### src/rtl/token_dispenser_pkg.sv
// rtl/token_dispenser_pkg.sv - shared constants, state encoding and verb codes for the token dispenser
package token_dispenser_pkg;

    localparam int DEF_PERIOD_CYC  = 1000000;
    localparam int DEF_REST_CYC    = 50000;
    localparam int DEF_PUSH_CYC    = 100000;
    localparam int DEF_HOLD_FRAMES = 15;
    localparam int DEF_RET_FRAMES  = 15;

    typedef enum logic [2:0] {
        ST_IDLE = 3'd0,
        ST_ARM  = 3'd1,
        ST_PUSH = 3'd2,
        ST_RET  = 3'd3,
        ST_DONE = 3'd4
    } state_e;

    // Command verbs decoded upstream; dispense sits next to ping.
    localparam logic [7:0] v_ping = 8'd2;
    localparam logic [7:0] v_disp = 8'd3;

    function automatic int max_int(input int a, input int b);
        return (a > b) ? a : b;
    endfunction

endpackage

### src/rtl/token_dispenser_servo_pwm.sv
// rtl/token_dispenser_servo_pwm.sv - free-running servo frame with frame-aligned pulse width
module token_dispenser_servo_pwm
    import token_dispenser_pkg::*;
#(
    parameter int PERIOD_CYC = DEF_PERIOD_CYC,
    parameter int REST_CYC   = DEF_REST_CYC,
    parameter int PW         = $clog2(PERIOD_CYC)
) (
    input  logic          clk,
    input  logic          rst_n,
    input  logic [PW-1:0] width,
    output logic          frame_tick,
    output logic          pwm
);

    logic [PW-1:0] phase_q, phase_d;
    logic [PW-1:0] width_q, width_d;
    logic          pwm_q, pwm_d;

    assign frame_tick = (phase_q == '0);

    // Width is only taken at phase 0, so a mid-frame change never cuts or stretches a pulse.
    always_comb begin
        phase_d = (phase_q == PW'(PERIOD_CYC - 1)) ? '0 : phase_q + 1'b1;
        width_d = frame_tick ? width : width_q;
        pwm_d   = (phase_q < width_d);
    end

    always_ff @(posedge clk or negedge rst_n) begin
        if (!rst_n) begin
            phase_q <= '0;
            width_q <= PW'(REST_CYC);
            pwm_q   <= 1'b0;
        end else begin
            phase_q <= phase_d;
            width_q <= width_d;
            pwm_q   <= pwm_d;
        end
    end

    assign pwm = pwm_q;

endmodule

### src/rtl/token_dispenser.sv
// rtl/token_dispenser.sv - sequences servo push/return strokes for a requested token count
module token_dispenser
    import token_dispenser_pkg::*;
#(
    parameter int PERIOD_CYC  = DEF_PERIOD_CYC,
    parameter int REST_CYC    = DEF_REST_CYC,
    parameter int PUSH_CYC    = DEF_PUSH_CYC,
    parameter int HOLD_FRAMES = DEF_HOLD_FRAMES,
    parameter int RET_FRAMES  = DEF_RET_FRAMES
) (
    input  logic       clk50m,
    input  logic       reset,
    input  logic       start,
    input  logic [7:0] count,
    output logic       busy,
    output logic       done,
    output logic [7:0] dispensed,
    output logic       servo_pwm
);

    localparam int PW = $clog2(PERIOD_CYC);
    localparam int FW = $clog2(max_int(HOLD_FRAMES, RET_FRAMES) + 1);
    localparam logic [FW-1:0] HOLD_LAST = FW'(HOLD_FRAMES - 1);
    localparam logic [FW-1:0] RET_LAST  = FW'(RET_FRAMES - 1);

    state_e        state_q, state_d;
    logic [7:0]    remaining_q, remaining_d;
    logic [7:0]    dispensed_q, dispensed_d;
    logic [FW-1:0] frame_cnt_q, frame_cnt_d;
    logic          busy_q, busy_d;
    logic          done_q, done_d;
    logic          frame_tick;
    logic [PW-1:0] width_sel;

    always_comb begin
        state_d     = state_q;
        remaining_d = remaining_q;
        dispensed_d = dispensed_q;
        frame_cnt_d = frame_cnt_q;
        case (state_q)
            ST_IDLE: begin
                if (start) begin
                    dispensed_d = 8'd0;
                    if (count != 8'd0) begin
                        remaining_d = count;
                        state_d     = ST_ARM;
                    end else begin
                        state_d = ST_DONE;
                    end
                end
            end
            ST_ARM: begin
                if (frame_tick) begin
                    frame_cnt_d = '0;
                    state_d     = ST_PUSH;
                end
            end
            ST_PUSH: begin
                if (frame_tick) begin
                    if (frame_cnt_q == HOLD_LAST) begin
                        frame_cnt_d = '0;
                        state_d     = ST_RET;
                    end else begin
                        frame_cnt_d = frame_cnt_q + 1'b1;
                    end
                end
            end
            ST_RET: begin
                if (frame_tick) begin
                    if (frame_cnt_q == RET_LAST) begin
                        frame_cnt_d = '0;
                        dispensed_d = dispensed_q + 8'd1;
                        remaining_d = remaining_q - 8'd1;
                        state_d     = (remaining_q == 8'd1) ? ST_DONE : ST_PUSH;
                    end else begin
                        frame_cnt_d = frame_cnt_q + 1'b1;
                    end
                end
            end
            ST_DONE: state_d = ST_IDLE;
            default: state_d = ST_IDLE;
        endcase
        busy_d = (state_d != ST_IDLE);
        done_d = (state_d == ST_DONE);
        // Driven from the next state so the frame that starts on the ARM tick is already a push frame.
        width_sel = (state_d == ST_PUSH) ? PW'(PUSH_CYC) : PW'(REST_CYC);
    end

    always_ff @(posedge clk50m or negedge reset) begin
        if (!reset) begin
            state_q     <= ST_IDLE;
            remaining_q <= 8'd0;
            dispensed_q <= 8'd0;
            frame_cnt_q <= '0;
            busy_q      <= 1'b0;
            done_q      <= 1'b0;
        end else begin
            state_q     <= state_d;
            remaining_q <= remaining_d;
            dispensed_q <= dispensed_d;
            frame_cnt_q <= frame_cnt_d;
            busy_q      <= busy_d;
            done_q      <= done_d;
        end
    end

    assign busy      = busy_q;
    assign done      = done_q;
    assign dispensed = dispensed_q;

    token_dispenser_servo_pwm #(
        .PERIOD_CYC (PERIOD_CYC),
        .REST_CYC   (REST_CYC),
        .PW         (PW)
    ) u_servo_pwm (
        .clk        (clk50m),
        .rst_n      (reset),
        .width      (width_sel),
        .frame_tick (frame_tick),
        .pwm        (servo_pwm)
    );

endmodule

### config.mk
export PLATFORM = sky130hd
export DESIGN_NAME = token_dispenser
export DESIGN_NICKNAME = d
export VERILOG_FILES = /design/src/rtl/token_dispenser_pkg.sv /design/src/rtl/token_dispenser_servo_pwm.sv /design/src/rtl/token_dispenser.sv
export SDC_FILE = /design/constraint.sdc
export NUM_CORES = 1
export LEC_CHECK = 0
export ABC_CLOCK_PERIOD_IN_PS = 3700
export CAP_MARGIN = 10
export CORE_MARGIN = 1.5
export CORE_UTILIZATION = 40
export DETAILED_ROUTE_END_ITERATION = 16
export PLACE_DENSITY = 0.65
export SYNTH_ARGS = -nofsm -noshare
export SYNTH_HDL_FRONTEND = slang
export SYNTH_SLANG_ARGS = --single-unit
### constraint.sdc
create_clock -name clk50m -period 3.7 [get_ports clk50m]
set_input_delay 0.74 -clock clk50m [delete_from_list [all_inputs] [get_ports clk50m]]
set_output_delay 0.74 -clock clk50m [all_outputs]
set_load 0.02 [all_outputs]
# --- Word-level counts from Yosys, hierarchy flattened ---
# Index checks and enable logic that the tools add are counted.
op_classes:
  addsub: 4
  n_reduce_logical: 10
  eq_ne: 14
  n_lt_le_gt_ge: 1
  mux: 25
ops:
  columns: ["operator", "count"]
  rows:
  - ["8-bit two-way mux", 7]
  - ["20-bit two-way mux", 2]
  - ["8-bit case mux with 2 select lines", 2]
  - ["3-bit two-way mux", 8]
  - ["20-bit by 1-bit adder with 20-bit output (second input constant)", 1]
  - ["20-bit == test (second input constant)", 1]
  - ["20-bit logical NOT", 1]
  - ["20-bit less-than comparator", 1]
  - ["17-bit two-way mux", 1]
  - ["4-bit two-way mux", 3]
  - ["3-bit case mux with 4 select lines", 1]
  - ["3-bit by 2-bit == test with 1-bit output (second input constant)", 3]
  - ["8-bit by 1-bit adder with 8-bit output (second input constant)", 1]
  - ["8-bit by 1-bit == test with 1-bit output (second input constant)", 1]
  - ["4-bit case mux with 2 select lines", 1]
  - ["8-bit nonzero test", 1]
  - ["8-bit by 1-bit subtractor with 8-bit output (second input constant)", 1]
  - ["2-bit by 1-bit inequality test with 1-bit output (second input constant)", 3]
  - ["2-bit inequality test (second input constant)", 3]
  - ["5-bit AND reduction", 1]
  - ["4-bit by 1-bit adder with 4-bit output (second input constant)", 1]
  - ["4-bit == test (second input constant)", 1]
  - ["4-bit AND reduction", 1]
  - ["2-bit nonzero test", 2]
  - ["6 further kinds", 6]
word_totals:
  output_inout_bits: 11
  elab_cells: 63
  inputBits: 11
  reg_bits: 66

# --- Logic depth before layout (Yosys ltp) ---
logic_depth:
  word_depth: 9
  depth_mapped: 14
  ltp_nobuf: 13

# --- Modules after synthesis ---
# A second synthesis with hierarchy kept.
unflattened:
  cells_unflattened: 369
  hier_area_um2: 3729.8
by_module_without_submodules:
  columns: ["module", "area_per_inst_um2", "n_inst", "seq_area_each_um2", "cells_per_inst"]
  rows:
  - ["token_dispenser_servo_pwm", 2267.2, 1, 1033.5, 208]
  - ["token_dispenser", 1462.7, 1, 625.6, 161]

# --- Worst setup path before layout ---
# No wires, ideal clock.
synth_timing:
  path_kind: "register to register"
  start: "register u_servo_pwm.phase_q[12]"
  end: "register u_servo_pwm.pwm_q (netlist: u_servo_pwm.pwm)"
  arrival_time_ps: 2878
  setup_ps: 77
  setup_slack_ps: 745
  path_buffers: 1
  period_less_slack_ps: 2955
  path_stages_with_launch: 13
  required_ps: 3623
  cell_sequence: "dfrtp_1 > or4_4 > nor2_4 > nand3_1 > nand4bb_1 > clkbuf_1 > o21ai_1 > ha_1 > nand2_1 > o21ai_0 > a221oi_1 > o211ai_1 > a21oi_1"
synth_between:
  elab_chain_len: 7
  word_cells_on_any_way: 9
  classes_between: "order compare (1); eq/ne (1); mux (6); reduce/logical (1)"
synth_rtl:
  columns: ["element", "line_no", "rtl"]
  rows:
  - ["start: declaration", "token_dispenser_servo_pwm.sv:16", "logic [PW-1:0] phase_q, phase_d;"]
  - ["start signal: assignment", "token_dispenser_servo_pwm.sv:35", "phase_q <= phase_d;"]
  - ["20-bit logical NOT", "token_dispenser_servo_pwm.sv:20", "assign frame_tick = (phase_q == '0);"]
  - ["3-bit two-way mux, on equally long branches", "token_dispenser.sv:69, token_dispenser.sv:53, token_dispenser.sv:59", null]
  - ["3-bit case mux with 4 select lines", "token_dispenser.sv:40", "case (state_q)"]
  - ["3-bit by 2-bit == test with 1-bit output", "token_dispenser.sv:86", "width_sel = (state_d == ST_PUSH) ? PW'(PUSH_CYC) : PW'(REST_CYC);"]
  - ["17-bit two-way mux", "token_dispenser.sv:86", null]
  - ["20-bit two-way mux", "token_dispenser_servo_pwm.sv:25", "width_d = frame_tick ? width : width_q;"]
  - ["20-bit less-than comparator (*)", "token_dispenser_servo_pwm.sv:26", "pwm_d = (phase_q < width_d);"]
  - ["named net u_servo_pwm.pwm_d", "token_dispenser_servo_pwm.sv:18", "logic pwm_q, pwm_d;"]
  - ["end signal: assignment", "token_dispenser_servo_pwm.sv:37", "pwm_q <= pwm_d;"]
  - ["end: declaration", "token_dispenser_servo_pwm.sv:18", null]
# The timed path passes the listed nets; every way through them passes the cells marked *.
# A chain may end at the register's enable or synchronous reset.

# --- Worst setup path in the final report ---
layout_timing:
  start: "register u_servo_pwm.phase_q[0]"
  end: "register u_servo_pwm.pwm_q (netlist: u_servo_pwm.pwm)"
# Same word-level chain as after synthesis.

==> flow_metrics.py <==
metrics = {
    "drt": {
        "drt_iter0_drc": 125,
        "first_pass_iters": 4,
        "vias": 2861,
        "antenna_left": 0,
        "wl_per_cell_um": 15.76,
        "viasPerCell": 5.577,
        "wl_um": 8085,
        "remaining_drc_errors": 0,
    },
    "final_layout": {
        "drive_gt1_share_pct": 9.136,
        "fillers": 827,
        "utilization_pct": 48.39,
        "diodes": 0,
        "area_delta_synth_final_pct": 16.96,
        "nNetsFinal": 437,
        "fin_area_mm2": 0.004220,
    },
    "power_and_ir_drop": {
        "clkPwrFrac_pct": 48.6,
        "power_frac_comb_pct": 2.0,
        "p_int_w": 0.001166,
        "switchingPower_w": 0.0002945,
        "pwr_density_cell_mw_per_mm2": 346.1,
        "max-vdd-ir-drop_mv": 0.2150,
        "swShare_pct": 20.16,
        "p_leak_nw": 1.926,
        "power_w": 0.001461,
        "seqPwrFrac_pct": 49.4,
    },
    "global_routing": {
        "antenna_found_initial": 0,
        "grt_max_degree": 46,
        "first_global_vias": 2913,
        "grt_overflow": 0,
        "grt_use_total_pct": 18.05,
        "grt_pass1_wl_um": 13890,
    },
    "floorplan": {
        "die_y_um": 97.98,
        "rows": 34,
        "core_mm2": 0.008721,
        "start_util_pct": 41.38,
        "die_w_um": 97.98,
        "ios": 22,
        "design.die.area_mm2": 0.009600,
    },
    "clock_tree": {
        "numCtsBuffers": 9,
        "htreeDepth": 3,
        "clockBufferDepth": 2,
        "cts_setup_buffers": 0,
        "root_buffer": "clkbuf_8",
        "clk_pin_slew_ns": 0.07,
        "holdBufCountCts": 0,
        "clock_latency_ns": 0.35,
        "cts.sinks": 66,
        "cts_tree": "done",
    },
    "worst_setup_path": {
        "critPathLaunchType": "flop",
        "end_kind": "flop",
        "cp_data_arrival_time_ns": 3.63,
        "path_class": "flop to flop",
        "cpPeakStageDelay_ns": 0.44,
        "critical_path.cell_chain": "inv_1 -> ha_1 -> nor4b_1 -> and3_1 -> nand3_1 -> nand4bb_4 -> and2_1 -> ha_1 -> a21oi_1 -> o21ai_0 -> a221oi_2 -> o211ai_1 -> a21oi_1",
        "cp_max_fo": 10,
        "required_ns": 3.97,
        "critPathSlowestCell": "dfrtp_1",
    },
    "place": {
        "placed_area_mm2": 0.003960,
        "place.port_buffers": 21,
        "dp_hpwl_um": 5658,
        "gp_congestion": 0.8360,
    },
    "sta": {
        "fmax_mhz": 297.5,
        "slew_headroom_pct": 32.53,
        "slew_viol_final": 0,
        "fin_crit_ns": 3.362,
        "rsz0062_at_grt": "false",
        "finClkSkew_ns": 0.01064,
        "tns_ns": 0,
        "worst_pin_slew_ns": 1.012,
        "setup_viol": 0,
        "whs_ns": 0.4690,
        "post-route-period-util_pct": 90.86,
        "hold_viol": 0,
    },
    "logic_synthesis": {
        "yosysWarnings": 0,
        "synth_commonest_cells": "dfrtp_1 (60), nand2_1 (42), ha_1 (26), inv_1 (22), a21oi_1 (20)",
        "yosys_most_used_dff": "dfrtp_1",
        "syn_nets": 407,
        "synth_area_leader_cell": "dfrtp_1",
        "synth_seq_area_share_pct": 45.98,
        "ys_types": 48,
        "syn_avg_cell_area_um2": 9.753,
        "synth_cells": 370,
        "synth_area_mm2": 0.003608,
        "async_reset_ff_share_pct": 100.0,
        "yosysTopAreaCellShare_pct": 41.61,
        "ys_ff_latch": 66,
        "synth_area_leaders": "dfrtp_1 (42%), ha_1 (9.0%), dfstp_2 (4.4%), nand2_1 (4.4%), a21oi_1 (2.8%)",
        "synth.most_common_cell": "dfrtp_1",
        "synth_edf_count": 0,
    },
    "run": {
        "maxCapViolations": 0,
    },
    "hold_path": {
        "hp-class": "flop to flop",
    },
    "outcome": {
        "status": "completed",
    },
}
-- power by group through the flow --
stage | Clock, W | Combinational [W] | Sequential [W]
final | 0.000710 | 0.0000294 | 0.000721
after global routing | 0.000764 | 0.0000342 | 0.000721
after CTS | 0.000725 | 0.0000309 | 0.000721
after detailed placement | 0 | 0.0000307 | 0.000735
after global placement | 0 | 0.0000302 | 0.000735
after floorplan | 0 | 0.00000292 | 0.000735
-- through the flow --
step / cells / setup WS, ns
finish: 513 / 0.3383
global route: 513 / 0.1246
CTS: 513 / 0.1212
detailed placement: 497 / 0.1428
global placement: 497 / 0.2795
floorplan: 370 / 0.7446
-- cells by family after synthesis --
kind of cell	synth area share, %
multiplexers	0.9708
buffers and inverters	3.017
AO/OA/AOI/OAI	14.01
adder cells (fa/ha/maj)	9.015
XOR/XNOR	3.641
flip-flops	45.98
AND/OR/NAND/NOR	23.37
-- timing repair --
action | in CTS | in global routing
endpoints found under the hold margin | 0 | 0
setup endpoints to repair | 0 | 1
gates resized for setup | 0 | 3
-- final cells by class --
type | count | area (um^2) | area share [%]
timing repair buffer | 26 | 242.7 | 5.752
sequential | 66 | 1659 | 39.31
clock buffer | 12 | 165.2 | 3.913
multi-input combinational | 275 | 1863 | 44.14
inverter | 22 | 82.58 | 1.957
tap | 108 | 135.1 | 3.202
clock inverter | 4 | 72.57 | 1.720
-- registers in the layout, indices dropped and copies added, names as in the netlist, 3 cells and up --
| signal | count |
|---|---|
| remaining_q | 8 |
| frame_cnt_q | 4 |
| dispensed | 8 |
| u_servo_pwm.phase_q | 20 |
| u_servo_pwm.width_q | 20 |
| state_q | 3 |
-- path summary, 6_finish.rpt --
path                                                end  slack, ns  depth (start not counted)                     from
min in group asynchronous                  dispensed[7]       0.56                          1                    reset
worst min-delay path            u_servo_pwm.width_q[13]       0.47                          2  u_servo_pwm.width_q[13]
worst min register to register  u_servo_pwm.width_q[13]       0.47                          2  u_servo_pwm.width_q[13]
max in group asynchronous        u_servo_pwm.width_q[1]       2.26                          2                    reset
worst max-delay path                    u_servo_pwm.pwm       0.34                         13   u_servo_pwm.phase_q[0]
worst max register to register          u_servo_pwm.pwm       0.34                         13   u_servo_pwm.phase_q[0]
-- metal layers --
metal | part of all wire [%] | global-route usage (%)
met1 | 48 | 24.08
met2 | 47 | 29.12
met3 | 4.1 | 4.939
met4 | 1.0 | 4.615
met5 | 0 | 0
-- worst max-delay path, delay by kind of cell (launching register included) --
family,cells,cell delay (ns)
buffers and inverters,1,0.08
and+or+nand+nor,5,1.41
adders and majority gates,2,0.45
DFF,1,0.44
AOI/OAI and AO/OA,5,0.90
-- cell usage in the layout, fill, tap and decap left out, types with 3 or more instances in the layout --
cell type and count:
dfrtp_1 60, nand2_1 42, ha_1 26, inv_1 22, a21oi_1 20, clkdlybuf4s50_1 20
nand3_1 19, nor2_1 19, clkbuf_8 12, nor3_1 10, and3_1 10, nand4_1 10
nand2b_1 9, o21ai_0 9, xnor2_1 9, or4_1 8, o21ai_1 7, o2bb2ai_1 7
o31ai_1 7, and2_1 6, a21o_1 6, xor2_1 6, dfstp_2 6, o21a_1 5
and4_1 5, buf_4 5, o211ai_1 4, nor4b_1 3, nor4_1 3
Note: power is estimated with default switching activity, not from simulation.
